## src/rtl/cfg_chain_pkg.sv

```systemverilog
// Shared definitions for the serial configuration chain loader: chain geometry,
// FSM state encoding and the bit position of every field in the chain.
package cfg_chain_pkg;

  localparam int CHAIN_LEN = 38;
  localparam int CFG_W     = 37;

  typedef enum logic [1:0] {
    IDLE     = 2'd0,
    SHIFT_LO = 2'd1,
    SHIFT_HI = 2'd2,
    DONE     = 2'd3
  } state_e;

  // Stage 0 is the first stage after the serial input.
  localparam int DSR_15                = 0;
  localparam int DSR_14                = 1;
  localparam int DSR_13                = 2;
  localparam int DSR_12                = 3;
  localparam int DSR_11                = 4;
  localparam int DSR_10                = 5;
  localparam int DSR_9                 = 6;
  localparam int DSR_8                 = 7;
  localparam int DSR_7                 = 8;
  localparam int DSR_6                 = 9;
  localparam int DSR_5                 = 10;
  localparam int DSR_4                 = 11;
  localparam int DSR_3                 = 12;
  localparam int DSR_2                 = 13;
  localparam int DSR_1                 = 14;
  localparam int DSR_0                 = 15;
  localparam int SR_LATCH_MUX_SEL_2    = 16;
  localparam int SR_LATCH_MUX_SEL_1    = 17;
  localparam int SR_LATCH_MUX_SEL_0    = 18;
  localparam int PGA_GAIN_3            = 19;
  localparam int PGA_GAIN_2            = 20;
  localparam int PGA_GAIN_1            = 21;
  localparam int PGA_GAIN_0            = 22;
  localparam int OFFSET_DAC_7          = 23;
  localparam int OFFSET_DAC_6          = 24;
  localparam int OFFSET_DAC_5          = 25;
  localparam int OFFSET_DAC_4          = 26;
  localparam int OFFSET_DAC_3          = 27;
  localparam int OFFSET_DAC_2          = 28;
  localparam int OFFSET_DAC_1          = 29;
  localparam int OFFSET_DAC_0          = 30;
  localparam int BIAS_TRIM_2           = 31;
  localparam int BIAS_TRIM_1           = 32;
  localparam int BIAS_TRIM_0           = 33;
  localparam int TEST_MODE_EN          = 34;
  localparam int OUT_DRIVE_SEL         = 35;
  localparam int SAMPLE_CLOCK_POLARITY = 36;
  localparam int DUMMY_STAGE           = 37;

endpackage

```

## src/rtl/cfg_chain_phase_gen.sv

```systemverilog
// Phase timer for the serial clock: pulses tick_o on the last clk cycle of
// every CLK_DIV-cycle phase while enabled, and restarts from zero when idle.
module cfg_chain_phase_gen #(
  parameter int CLK_DIV = 2
) (
  input  logic clk_i,
  input  logic rst_ni,
  input  logic en_i,
  output logic tick_o
);

  localparam int CW = (CLK_DIV > 1) ? $clog2(CLK_DIV) : 1;

  logic [CW-1:0] cnt_q;

  assign tick_o = en_i && (cnt_q == CW'(CLK_DIV - 1));

  always_ff @(posedge clk_i or negedge rst_ni) begin
    if (!rst_ni) begin
      cnt_q <= '0;
    end else if (!en_i || tick_o) begin
      cnt_q <= '0;
    end else begin
      cnt_q <= cnt_q + CW'(1);
    end
  end

endmodule

```

## src/rtl/cfg_chain_loader.sv

```systemverilog
// Shifts a configuration word MSB-first into an external serial chain, reads the
// previous chain contents back through the dummy stage and flags readback errors.
module cfg_chain_loader
  import cfg_chain_pkg::*;
#(
  parameter int CHAIN_LEN = cfg_chain_pkg::CHAIN_LEN,
  parameter int CFG_W     = cfg_chain_pkg::CFG_W,
  parameter int CLK_DIV   = 2
) (
  input  logic                 clk,
  input  logic                 reset,
  input  logic                 load_valid,
  output logic                 load_ready,
  input  logic [CFG_W-1:0]     load_data,
  output logic                 sr_clk,
  output logic                 sr_data,
  input  logic                 sr_dout,
  output logic                 busy,
  output logic                 done,
  output logic [CHAIN_LEN-1:0] rb_data,
  output logic                 mismatch
);

  if (CLK_DIV < 1) begin : g_bad_div
    $error("cfg_chain_loader: CLK_DIV must be at least 1");
  end
  if (CHAIN_LEN != CFG_W + 1) begin : g_bad_len
    $error("cfg_chain_loader: CHAIN_LEN must be CFG_W + 1");
  end

  state_e               state_q;
  logic [5:0]           bit_cnt_q;
  logic                 sr_clk_q;
  logic                 sr_data_q;
  logic                 done_q;
  logic                 mismatch_q;
  logic                 shadow_valid_q;
  logic [CHAIN_LEN-1:0] rb_q;
  logic [CHAIN_LEN-1:0] sw_q;
  logic [CFG_W-1:0]     cur_q;
  logic [CFG_W-1:0]     shadow_q;
  logic                 accept;
  logic                 phase_en;
  logic                 tick;

  assign accept   = load_valid && (state_q == IDLE);
  assign phase_en = (state_q == SHIFT_LO) || (state_q == SHIFT_HI);

  cfg_chain_phase_gen #(
    .CLK_DIV(CLK_DIV)
  ) u_phase_gen (
    .clk_i (clk),
    .rst_ni(reset),
    .en_i  (phase_en),
    .tick_o(tick)
  );

  // The dummy bit is driven straight away at accept; sw_q holds the remaining bits.
  always_ff @(posedge clk or negedge reset) begin
    if (!reset) begin
      state_q        <= IDLE;
      bit_cnt_q      <= '0;
      sr_clk_q       <= 1'b0;
      sr_data_q      <= 1'b0;
      done_q         <= 1'b0;
      mismatch_q     <= 1'b0;
      shadow_valid_q <= 1'b0;
      rb_q           <= '0;
    end else begin
      done_q <= 1'b0;
      case (state_q)
        IDLE: begin
          if (accept) begin
            state_q   <= SHIFT_LO;
            bit_cnt_q <= '0;
            sr_data_q <= 1'b0;
            rb_q      <= '0;
          end
        end
        SHIFT_LO: begin
          if (tick) begin
            state_q  <= SHIFT_HI;
            sr_clk_q <= 1'b1;
            rb_q     <= {rb_q[CHAIN_LEN-2:0], sr_dout};
          end
        end
        SHIFT_HI: begin
          if (tick) begin
            sr_clk_q <= 1'b0;
            if (bit_cnt_q == 6'(CHAIN_LEN - 1)) begin
              state_q    <= DONE;
              done_q     <= 1'b1;
              mismatch_q <= shadow_valid_q && (rb_q[CFG_W-1:0] != shadow_q);
            end else begin
              state_q   <= SHIFT_LO;
              bit_cnt_q <= bit_cnt_q + 6'd1;
              sr_data_q <= sw_q[CHAIN_LEN-1];
            end
          end
        end
        DONE: begin
          state_q        <= IDLE;
          shadow_valid_q <= 1'b1;
        end
        default: state_q <= IDLE;
      endcase
    end
  end

  always_ff @(posedge clk) begin
    if (accept) begin
      sw_q  <= {load_data, 1'b0};
      cur_q <= load_data;
    end else if ((state_q == SHIFT_HI) && tick) begin
      sw_q <= sw_q << 1;
    end
    if (state_q == DONE) begin
      shadow_q <= cur_q;
    end
  end

  assign load_ready = (state_q == IDLE);
  assign busy       = (state_q != IDLE);
  assign sr_clk     = sr_clk_q;
  assign sr_data    = sr_data_q;
  assign done       = done_q;
  assign mismatch   = mismatch_q;
  assign rb_data    = rb_q;

endmodule

```

## config.mk

```make
export PLATFORM = sky130hd
export DESIGN_NAME = cfg_chain_loader
export DESIGN_NICKNAME = d
export VERILOG_FILES = /design/src/rtl/cfg_chain_pkg.sv /design/src/rtl/cfg_chain_phase_gen.sv /design/src/rtl/cfg_chain_loader.sv
export SDC_FILE = /design/constraint.sdc
export NUM_CORES = 1
export LEC_CHECK = 0
export ABC_AREA = 1
export BUFFER_PORTS_ARGS = -buffer_cell sky130_fd_sc_hd__buf_2
export CAP_MARGIN = 20
export CORE_UTILIZATION = 50
export DETAILED_ROUTE_END_ITERATION = 8
export GPL_ROUTABILITY_DRIVEN = 0
export PLACE_DENSITY = 0.67
export SLEW_MARGIN = 25
export SYNTH_ARGS = -nofsm -noshare
export SYNTH_HDL_FRONTEND = slang
export SYNTH_HIERARCHICAL = 1
export SYNTH_SLANG_ARGS = --single-unit
```

## constraint.sdc

```tcl
create_clock -name clk -period 5.7 [get_ports clk]
set_input_delay 1.14 -clock clk [delete_from_list [all_inputs] [get_ports clk]]
set_output_delay 1.14 -clock clk [all_outputs]
set_load 0.01 [all_outputs]
```

* Yosys cells after proc, flatten, opt, wreduce, memory -nomap -nowiden
Cells that the tools add are included.
** Storage, ports and cells
- Register bits after elaboration :: 163
- Input port bits :: 41
- Output and inout bits :: 44
- Logic and storage cells :: 66
** Operators by class
- Add/sub/neg operators :: 2
- Eq/ne operators :: 9
- Multiplexer cells :: 25
- Reduce and logical (&&, ||, !) cells :: 18
** Operators by type and width (count)
- 38-bit 2-to-1 mux :: 4
- 38-bit case mux with 2 select lines :: 1
- 37-bit != test :: 1
- 6-bit 2-to-1 mux :: 3
- 6-bit case mux with 2 select lines :: 1
- 3-bit AND reduction :: 4
- 2-bit nonzero test :: 5
- 1-bit 2-to-1 mux :: 9
- 2-bit 2-to-1 mux :: 4
- 2-bit case mux with 4 select lines :: 1
- 6-bit by 1-bit adder with 6-bit output (second input constant) :: 1
- 6-bit equality test (second input constant) :: 1
- 2-bit != test (second input constant) :: 3
- 2-bit equality test (second input constant) :: 2
- 1-bit logical AND :: 4
- 1-bit case mux with 2 select lines :: 2
- 4-bit AND reduction :: 1
- 2-bit by 1-bit equality test with 1-bit output (second input constant) :: 1
- 2-bit logical NOT :: 1
- 1-bit logical OR :: 2
- 2-bit by 1-bit != test with 1-bit output (second input constant) :: 1
- 1-bit adder (second input constant) :: 1
- 1-bit logical NOT :: 1

* Logic depth before layout (Yosys ltp)
Gate-level depths: netlist (run 1).
- Word-level depth :: 6
- Mapped depth :: 11
- Gate-level depth less buffers :: 10

* Cells and area by module
The synthesis (run 1) kept the hierarchy.
** Modules (own cells, without submodules)
- cfg_chain_loader :: instances 1, cells each 583, area each 6811.5 sq um, seq. area each 4609.4 sq um
- cfg_chain_phase_gen :: instances 1, cells each 5, area each 42.5 sq um, seq. area each 25.0 sq um

* Worst setup path before layout (run 1)
OpenSTA, ideal clock, no wires.
- Kind :: reg-to-reg
- Start point :: reg state_q[1]
- End point :: reg sw_q[10] (enable)
- Data arrival time :: 3.584 ns
- Required time :: 5.217 ns
- Slack :: 1.634 ns
- Stages on the path, launching flop included :: 7
- Buffers on the path :: 0
- Period minus slack after synthesis :: 4.066 ns
- Cells stage by stage :: dfrtp_1 > inv_1 > ha_1 > nand2_1 > inv_1 > inv_1 > o21ai_0
** Between the ends
- Longest elaborated chain between the ends :: 5
- Elaborated cells on any way between the ends :: 8
- Those cells by class :: eq/ne: 2; reduce/logical: 6
** RTL lines
- start: declaration :: line cfg_chain_loader.sv:31 : state_e state_q;
- start signal: assignment :: line cfg_chain_loader.sv:61 : state_q <= IDLE;
- start signal: assignment :: line cfg_chain_loader.sv:74 : state_q <= SHIFT_LO;
- start signal: assignment :: line cfg_chain_loader.sv:82 : state_q <= SHIFT_HI;
- 2-bit by 1-bit equality test with 1-bit output or 2-bit equality test (tied branches) :: line cfg_chain_loader.sv:47 : assign phase_en = (state_q == SHIFT_LO) || (state_q == SHIFT_HI);
- 1-bit logical OR * :: line cfg_chain_loader.sv:47
- named net phase_en :: line cfg_chain_loader.sv:43 : logic phase_en;
- 1-bit logical AND * :: line cfg_chain_phase_gen.sv:16 : assign tick_o = en_i && (cnt_q == CW'(CLK_DIV - 1));
- named net tick :: line cfg_chain_loader.sv:44 : logic tick;
- 1-bit logical AND * :: line cfg_chain_loader.sv:114 : end else if ((state_q == SHIFT_HI) && tick) begin
- 2-bit nonzero test (no line) *
- end signal: assignment :: line cfg_chain_loader.sv:112 : sw_q <= {load_data, 1'b0};
- end signal: assignment :: line cfg_chain_loader.sv:115 : sw_q <= sw_q << 1;
- end: declaration :: line cfg_chain_loader.sv:39 : logic [CHAIN_LEN-1:0] sw_q;
The timed path passes the listed nets; every way through them passes the cells marked *.
A chain may end at the register's enable or synchronous reset.

* Final worst setup path (run 1)
- Start point :: reg state_q[0]
- End point :: reg sw_q[37] (data pin)
** Between the ends
- Longest elaborated chain between the ends :: 3
** RTL lines
- 2-bit logical NOT :: line cfg_chain_loader.sv:46 : assign accept = load_valid && (state_q == IDLE);
- 1-bit logical AND :: line cfg_chain_loader.sv:46
- 38-bit 2-to-1 mux :: line cfg_chain_loader.sv:111 : if (accept) begin
No other way between the ends.

==> results of run 1 <==
==> routing by layer <==
layer  vias to the layer above  global-route usage [%]  part of all wire [%]
li1                       2107                       -                     -
met1                      1991                   25.41                    46
met2                        81                   29.80                    48
met3                        17                   5.556                   4.8
met4                         0                   8.940                   1.8
met5                         -                       0                     0
==> per-stage QoR <==
stage | utilization, % | cells | power [W] | instance area [um^2] | hold WS (ns)
6_report | 60.43 | 865 | 0.002411 | 8034 | 0.4202
3_3_place_gp | 55.76 | 832 | 0.001337 | 7413 | 0.4009
3_5_place_dp | 55.83 | 832 | 0.001338 | 7423 | 0.4052
4_1_cts | 60.14 | 864 | 0.002439 | 7996 | 0.4196
5_1_grt | 60.43 | 865 | 0.002490 | 8034 | 0.4228
2_1_floorplan | - | 588 | 0.001304 | 6854 | 0.4003
==> Yosys cell counts (2+ instances only) <==
| master | count | area [um^2] |
|---|---|---|
| buf_1 | 5 | 18.77 |
| buf_2 | 6 | 30.03 |
| buf_6 | 6 | 67.56 |
| clkbuf_1 | 3 | 11.26 |
| dfrtp_1 | 52 | 1301 |
| edfxtp_1 | 111 | 3333 |
| ha_1 | 6 | 75.07 |
| inv_1 | 63 | 236.5 |
| inv_2 | 3 | 11.26 |
| nand2_1 | 177 | 664.4 |
| nand3_1 | 17 | 85.08 |
| nand3_2 | 30 | 300.3 |
| nand4_1 | 2 | 12.51 |
| nor2_1 | 19 | 71.32 |
| nor2_2 | 3 | 18.77 |
| o21ai_0 | 2 | 10.01 |
| o21ai_1 | 29 | 145.1 |
| o21ai_2 | 15 | 131.4 |
| o31ai_1 | 2 | 15.01 |
| or2_2 | 2 | 12.51 |
| xnor2_1 | 23 | 201.4 |
| xor2_1 | 5 | 43.79 |
==> power groups by stage <==
| stage | registers (W) | logic (W) | clock network, W |
|---|---|---|---|
| 6_report | 0.00127 | 0.0000447 | 0.00110 |
| 3_3_place_gp | 0.00129 | 0.0000450 | 0 |
| 5_1_grt | 0.00127 | 0.0000511 | 0.00117 |
| 3_5_place_dp | 0.00129 | 0.0000459 | 0 |
| 4_1_cts | 0.00127 | 0.0000462 | 0.00113 |
| 2_1_floorplan | 0.00129 | 0.0000104 | 0 |
==> cell type report <==
class,instances,area [um^2],area share [%]
repair buffers,89,478.0,5.949
clock inverters,15,147.6,1.838
flip-flops and latches,163,4634,57.69
multi-input cells,338,1877,23.36
well taps,176,220.2,2.741
inverters,67,251.5,3.130
clock buffers,17,425.4,5.295
==> worst max-delay path by stage <==
stage / start / endpoint / slack [ns]
3_5_place_dp: load_valid / sw_q[37] / 2.47
5_1_grt: state_q[0] / sw_q[37] / 2.58
3_3_place_gp: load_valid / cur_q[35] / 2.52
6_report: state_q[0] / sw_q[37] / 2.87
2_1_floorplan: state_q[1] / sw_q[10] / 1.63
4_1_cts: state_q[0] / sw_q[37] / 2.86
==> layout by cell type (no fill, tap or decap), types with 3 or more instances in the layout <==
cell type and count:
nand2_1 177, nor2_1 19, xnor2_1 23, clkbuf_16 17
buf_2 84, nor2_2 3, inv_2 3, o21ai_2 15
buf_4 4, ha_1 4, inv_6 6, clkinv_4 4
nand3_1 17, o21ai_1 29, edfxtp_1 111, inv_1 63
nand3_2 30, xor2_1 5, dfrtp_1 52
==> flip-flops by register name, indices dropped and copies added (netlist names), 2 cells and up <==
name	count
shadow_q	37
rb_data	38
sw_q	37
bit_cnt_q	6
state_q	2
cur_q	37
==> cells by family (layout without fill, tap and decap cells) <==
logic type,Yosys count,in the layout,share of synthesized area (%)
adders and majority gates,6,6,1.095
DFF,163,163,67.62
and+or+nand+nor,253,253,17.29
xor gates and xnor gates,28,28,3.578
buffers and inverters,87,188,5.531
AOI/OAI and AO/OA,51,51,4.892
==> results by group, run 1 <==
Status
  – Outcome: completed

Logic synthesis
  – Yosys reg bits: 163
  – Unique cell type count in the Yosys netlist: 29
  – Cells after Synth: 588
  – Yosys warnings: 6
  – Seq/Total Area, Yosys: around two thirds
  – Primary FF master, synth: edfxtp_1
  – Synthesized cell area: 6854 um^2
  – Async set or reset register ratio after synthesis: 31.90%
  – Avg Inst Size Synth: 11.66 um^2
  – Syn nets: 635
  – Number of synthesized flops with an enable pin: 111

STA
  – Layout Skew: around 0.016 ns
  – Final worst path period share: between 40% and 50%
  – Worst-margin pin slew: 0.8087 ns
  – Final Setup Violations: 0
  – Slew Viols, Final: 0
  – Relative slew slack: 46.08%
  – Setup ws final: ~2.9 ns
  – Final Hold Fails: 0
  – Fin crit period: approximately 2.8 ns
  – Final setup TNS: 0 ns
  – Fmax: 0.3532 GHz
  – RSZ-0062 raised after global routing: false

Floorplan
  – Die ar.: ~14,000 um^2
  – Initial core utilization: 51.55%
  – Core Area: 13,300 um^2
  – Die X-Extent: 119.1 um
  – Die Y: 119.1 um
  – FP Rows: 42
  – I/O pins: 85

GRT
  – GR Util All Layers: 19.36%
  – Gr ovfl total: 0
  – Vias in the first global route: 3,985
  – Initial antenna violation count: 0
  – Largest net degree at the start of global routing: 77
  – First-pass GRT wire length: 20.53 mm

Finish
  – Diode count: 0
  – Layout cells sized above 1: 26.12%
  – Nets@finish: approximately 720
  – Fillers: 1,088
  – Area grow syn2layout: 17.21%

Power and ir drop
  – Psw: 0.0005173 W
  – Seq pwr share: 52.6%
  – Cell Int Power: 0.001894 W
  – Comb pwr share: under 10%
  – PwrDens: 300.1 nW/um^2
  – Switching part of the total power: between 20% and 30%
  – VDD IR-drop max: 0.2483 mV
  – Leakage: between 3 and 4 nW
  – Clock power frac: between 40 and 50%

Clock tree
  – # H-tree levels: 4
  – Worst-Skew Late Latency: approximately 0.43 ns
  – CTS buffer count: 17
  – Hold buffers post-CTS: 0
  – # clock sinks: 163
  – Root Driver: clkbuf_16
  – Post-CTS setup buffer count: 0
  – CTS resizes: 0
  – TritonCTS clock tree: yes
  – Clock slew at reported path FFs: 0.06 ns
  – Clock Path Buffers: 2

Setup path
  – Cell breakdown of the critical path: inv_1 > ha_1 > nand2_1 > buf_4 > inv_2 > buf_4 > nand2_1 > nand2_1
  – R2R Setup Slk: 2.87 ns
  – Critical path type: reg -> reg
  – Largest stage delay on the critical path: about 0.63 ns
  – Arrival @ worst endpoint: 3.11 ns
  – Worst Path Max Fanout: 73
  – CP Launch Type: flip-flop
  – FF-to-FF Start: state_q[0]
  – Worst Reg-to-Reg Cells: 8
  – R2R Path End: sw_q[37]
  – Req. time, crit path: 5.98 ns
  – CP max-delay cell: buf_4
  – WP depth: 8
  – Crit path top cell by count: nand2_1
  – CP top delay family: buffers and inverters
  – Crit end category: flip-flop
  – CP Buf/Inv Count: 4

Routing
  – Remaining DRCs: 0
  – Final ANT Viol Nets: 0
  – Initial DRC count: between 200 and 250
  – First-pass iteration count of the detailed router: 4
  – Routed wire per std cell: 14.25 um
  – Routed WL: 12.32 mm
  – Via count: 4,196
  – DR vias/cell: 4.851

Placement
  – Pre-CTS WS: roughly 2.5 ns
  – Hpwl dp: between 8 and 9 mm
  – Port Buffers: 84

Run
  – Max_cap viols: 0

Hold path
  – WHS Endpoint: shadow_q[22]
  – Hold Path Depth: 0
  – Class of the worst hold path: reg -> reg
  – Hold Crit Start: cur_q[22]
Note: power is estimated with default switching activity, not from simulation.
==> run 2: changes to the inputs <==
--- a/config.mk
+++ b/config.mk
@@ -11,7 +11,7 @@
 export CORE_UTILIZATION = 50
 export DETAILED_ROUTE_END_ITERATION = 8
 export GPL_ROUTABILITY_DRIVEN = 0
-export PLACE_DENSITY = 0.67
+export PLACE_DENSITY = 0.7
 export SLEW_MARGIN = 25
 export SYNTH_ARGS = -nofsm -noshare
 export SYNTH_HDL_FRONTEND = slang
==> constraint.sdc (replaced) <==
create_clock -name clk -period 2.6 [get_ports clk]
set_input_delay 0.52 -clock clk [delete_from_list [all_inputs] [get_ports clk]]
set_output_delay 0.52 -clock clk [all_outputs]
set_load 0.01 [all_outputs]
==> run 2 against run 1 <==
Effect of this change:
- worst hold slack worse by 0.28 ns
- non-clock buffer count is 3 higher
- largest cell class unchanged
- highest routed layer unchanged
- sequential share of layout area is 0.15 points lower
- maximum frequency is 36% higher
- wire length is 0.54% lower
==> results by group, run 2 (synthesis results as in run 1) <==
Power and ir drop
  – VDD IR-drop max: 0.4647 mV (was 0.2483 mV)
  – PwrDens: 665.0 nW/um^2 (was 300.1 nW/um^2)
  – Leakage: 3.785 nW (was 3.775 nW)

STA
  – Slew Viols, Final: 0 (unchanged)
  – Fin crit period: 2.086 ns (was 2.831 ns)
  – Fmax: 0.4794 GHz (was 0.3532 GHz)
  – RSZ-0062 raised after global routing: false (unchanged)
  – Final setup TNS: 0 ns (unchanged)
  – Relative slew slack: 53.98% (was 46.08%)
  – Final Hold Fails: 0 (unchanged)
  – Worst hold slack: 0.1439 ns (was 0.4202 ns)
  – Layout Skew: 0.005646 ns (was 0.01594 ns)
  – Final Setup Violations: 0 (unchanged)
  – Worst-margin pin slew: 0.6904 ns (was 0.8087 ns)
  – Final worst path period share: 80.23% (was 49.67%)

GRT
  – GR Util All Layers: 18.87% (was 19.36%)
  – Vias in the first global route: 4,113 (was 3,985)
  – Gr ovfl total: 0 (unchanged)
  – Initial antenna violation count: 1 (was 0)
  – First-pass GRT wire length: 20.13 mm (was 20.53 mm)
  – Largest net degree at the start of global routing: 74 (was 77)

Setup path
  – Critical path type: reg -> reg (unchanged)
  – Cell breakdown of the critical path: inv_1 > ha_1 > nand2_1 > inv_1 > inv_1 > o21ai_4 > buf_4 (was inv_1 > ha_1 > nand2_1 > buf_4 > inv_2 > buf_4 > nand2_1 > nand2_1)
  – R2R Setup Slk: 0.51 ns (was 2.87 ns)
  – CP max-delay cell: buf_4 (unchanged)
  – CP Buf/Inv Count: 4 (unchanged)
  – Worst setup path start: state_q[1] (was state_q[0])
  – CP Launch Type: flip-flop (unchanged)
  – WP depth: 7 (was 8)
  – Arrival @ worst endpoint: 2.14 ns (was 3.11 ns)
  – CP Capture Point: sw_q[30] (was sw_q[37])
  – Crit path top cell by count: inv_1 (was nand2_1)
  – CP top delay family: buffers and inverters (unchanged)
  – Crit end category: flip-flop (unchanged)
  – R2R Path End: sw_q[30] (was sw_q[37])
  – Largest stage delay on the critical path: 0.44 ns (was 0.63 ns)
  – Worst Path Max Fanout: 37 (was 73)
  – Worst Reg-to-Reg Cells: 7 (was 8)
  – FF-to-FF Start: state_q[1] (was state_q[0])
  – Req. time, crit path: 2.66 ns (was 5.98 ns)

Clock tree
  – # H-tree levels: 4 (unchanged)
  – Hold buffers post-CTS: 0 (unchanged)
  – TritonCTS clock tree: yes (unchanged)
  – Clock Path Buffers: 2 (unchanged)
  – # clock sinks: 163 (unchanged)
  – Root Driver: clkbuf_16 (unchanged)
  – Clock slew at reported path FFs: 0.06 ns (about the same)
  – CTS buffer count: 17 (unchanged)
  – Worst-Skew Late Latency: 0.42 ns (was 0.43 ns)
  – Post-CTS setup buffer count: 0 (unchanged)
  – CTS resizes: 0 (unchanged)

Finish
  – Fillers: 1,074 (was 1,088)
  – Reg area: 4634 um^2 (unchanged)
  – Most common cell after layout, fill and taps aside: nand2_1 (unchanged)
  – Final Util: 60.59% (was 60.43%)
  – Max reg flops: 38 (unchanged)
  – Post-Layout Cell Count: 868 (was 865)
  – Layout cells sized above 1: 26.01% (was 26.12%)
  – Area of the multi-input gates: 1857 um^2 (was 1877 um^2)
  – Nets@finish: 726 (was 723)
  – Diode count: 0 (unchanged)
  – Most frequent cells in the layout: 177 x nand2_1, 111 x edfxtp_1, 84 x buf_2 (unchanged)
  – Area grow syn2layout: 17.52% (was 17.21%)

Run
  – Max_cap viols: 0 (unchanged)

Floorplan
  – Core Area: 13,300 um^2 (unchanged)
  – Die Y: 119.1 um (unchanged)
  – FP Rows: 42 (unchanged)
  – Die X-Extent: 119.1 um (unchanged)
  – Initial core utilization: 51.55% (unchanged)
  – I/O pins: 85 (unchanged)
  – Die ar.: 14,180 um^2 (unchanged)

Placement
  – Hpwl dp: 8.236 mm (was 8.252 mm)
  – Placed cells: 836 (was 832)
  – Port Buffers: 84 (unchanged)

Routing
  – First-pass iteration count of the detailed router: 4 (unchanged)
  – Initial DRC count: 220 (was 206)
  – Routed wire per std cell: 14.12 um (was 14.25 um)
  – DR vias/cell: 4.866 (was 4.851)
  – Routed WL: 12.26 mm (was 12.32 mm)
  – Final ANT Viol Nets: 0 (unchanged)
  – Via count: 4,224 (was 4,196)
  – Remaining DRCs: 0 (unchanged)

Hold path
  – Class of the worst hold path: in -> async (was reg -> reg)

Status
  – Outcome: completed (unchanged)
-- run 2: changes by cell type in the layout (fill, tap and decap cells not counted), moves of 2 or more --
| cell | before | now |
|---|---|---|
| bufinv_16 | 1 | 3 |
| buf_4 | 4 | 6 |
| ha_4 | 2 | 0 |
| clkbuf_1 | 0 | 3 |
| buf_12 | 0 | 2 |
| ha_2 | 0 | 2 |
| clkinv_4 | 4 | 0 |
| inv_6 | 6 | 0 |
| clkinv_2 | 0 | 4 |
-- run 2: how the worst min path moves through the flow --
stage	start	end	slack (ns)	cells past startpoint
global placement	cur_q[35]	shadow_q[35]	0.40	0
CTS	reset	rb_data[17]	0.17	1
floorplan	reset	bit_cnt_q[0]	0.22	0
global route	reset	bit_cnt_q[2]	0.21	1
finish	reset	bit_cnt_q[2]	0.14	1
detailed placement	cur_q[12]	shadow_q[12]	0.40	0
-- run 2: worst register-to-register path, delay by kind of cell (launching register included) --
family / cells / cell delay (ns)
AO/OA/AOI/OAI: 1 / 0.13
adder cells (fa/ha/maj): 1 / 0.30
buffers and inverters: 4 / 0.79
flip-flops: 1 / 0.43
AND/OR/NAND/NOR: 1 / 0.05
-- run 2: area by class of cell --
type | instances | area share (%)
Sequential cell | 163 | 57.53
Inverter | 67 | 3.122
Multi-Input combinational cell | 338 | 23.05
Clock buffer | 21 | 5.592
Timing Repair Buffer | 92 | 6.275
Tap cell | 176 | 2.734
Clock inverter | 11 | 1.693
-- run 2: power by group --
group	switching (W)	internal [W]
registers	0.0000130	0.00277
logic	0.0000561	0.0000426
clock network	0.000954	0.00152
-- run 2: routing by layer --
layer	track usage [%]	wire length (um)	part of all wire (%)
met5	0	0	0
met3	7.615	616	5.0
met1	22.45	5158	42
met4	5.696	116	0.95
met2	31.36	6364	52
-- run 2: stage by stage --
stage | area [um^2] | worst slack (ns) | power, W
finish | 8055 | 0.5140 | 0.005357
CTS | 8055 | 0.5341 | 0.005418
detailed placement | 7468 | 0.5705 | 0.002934
global placement | 7468 | 0.6736 | 0.002930
global route | 8055 | 0.3910 | 0.005543
floorplan | 6864 | 0.1073 | 0.002858
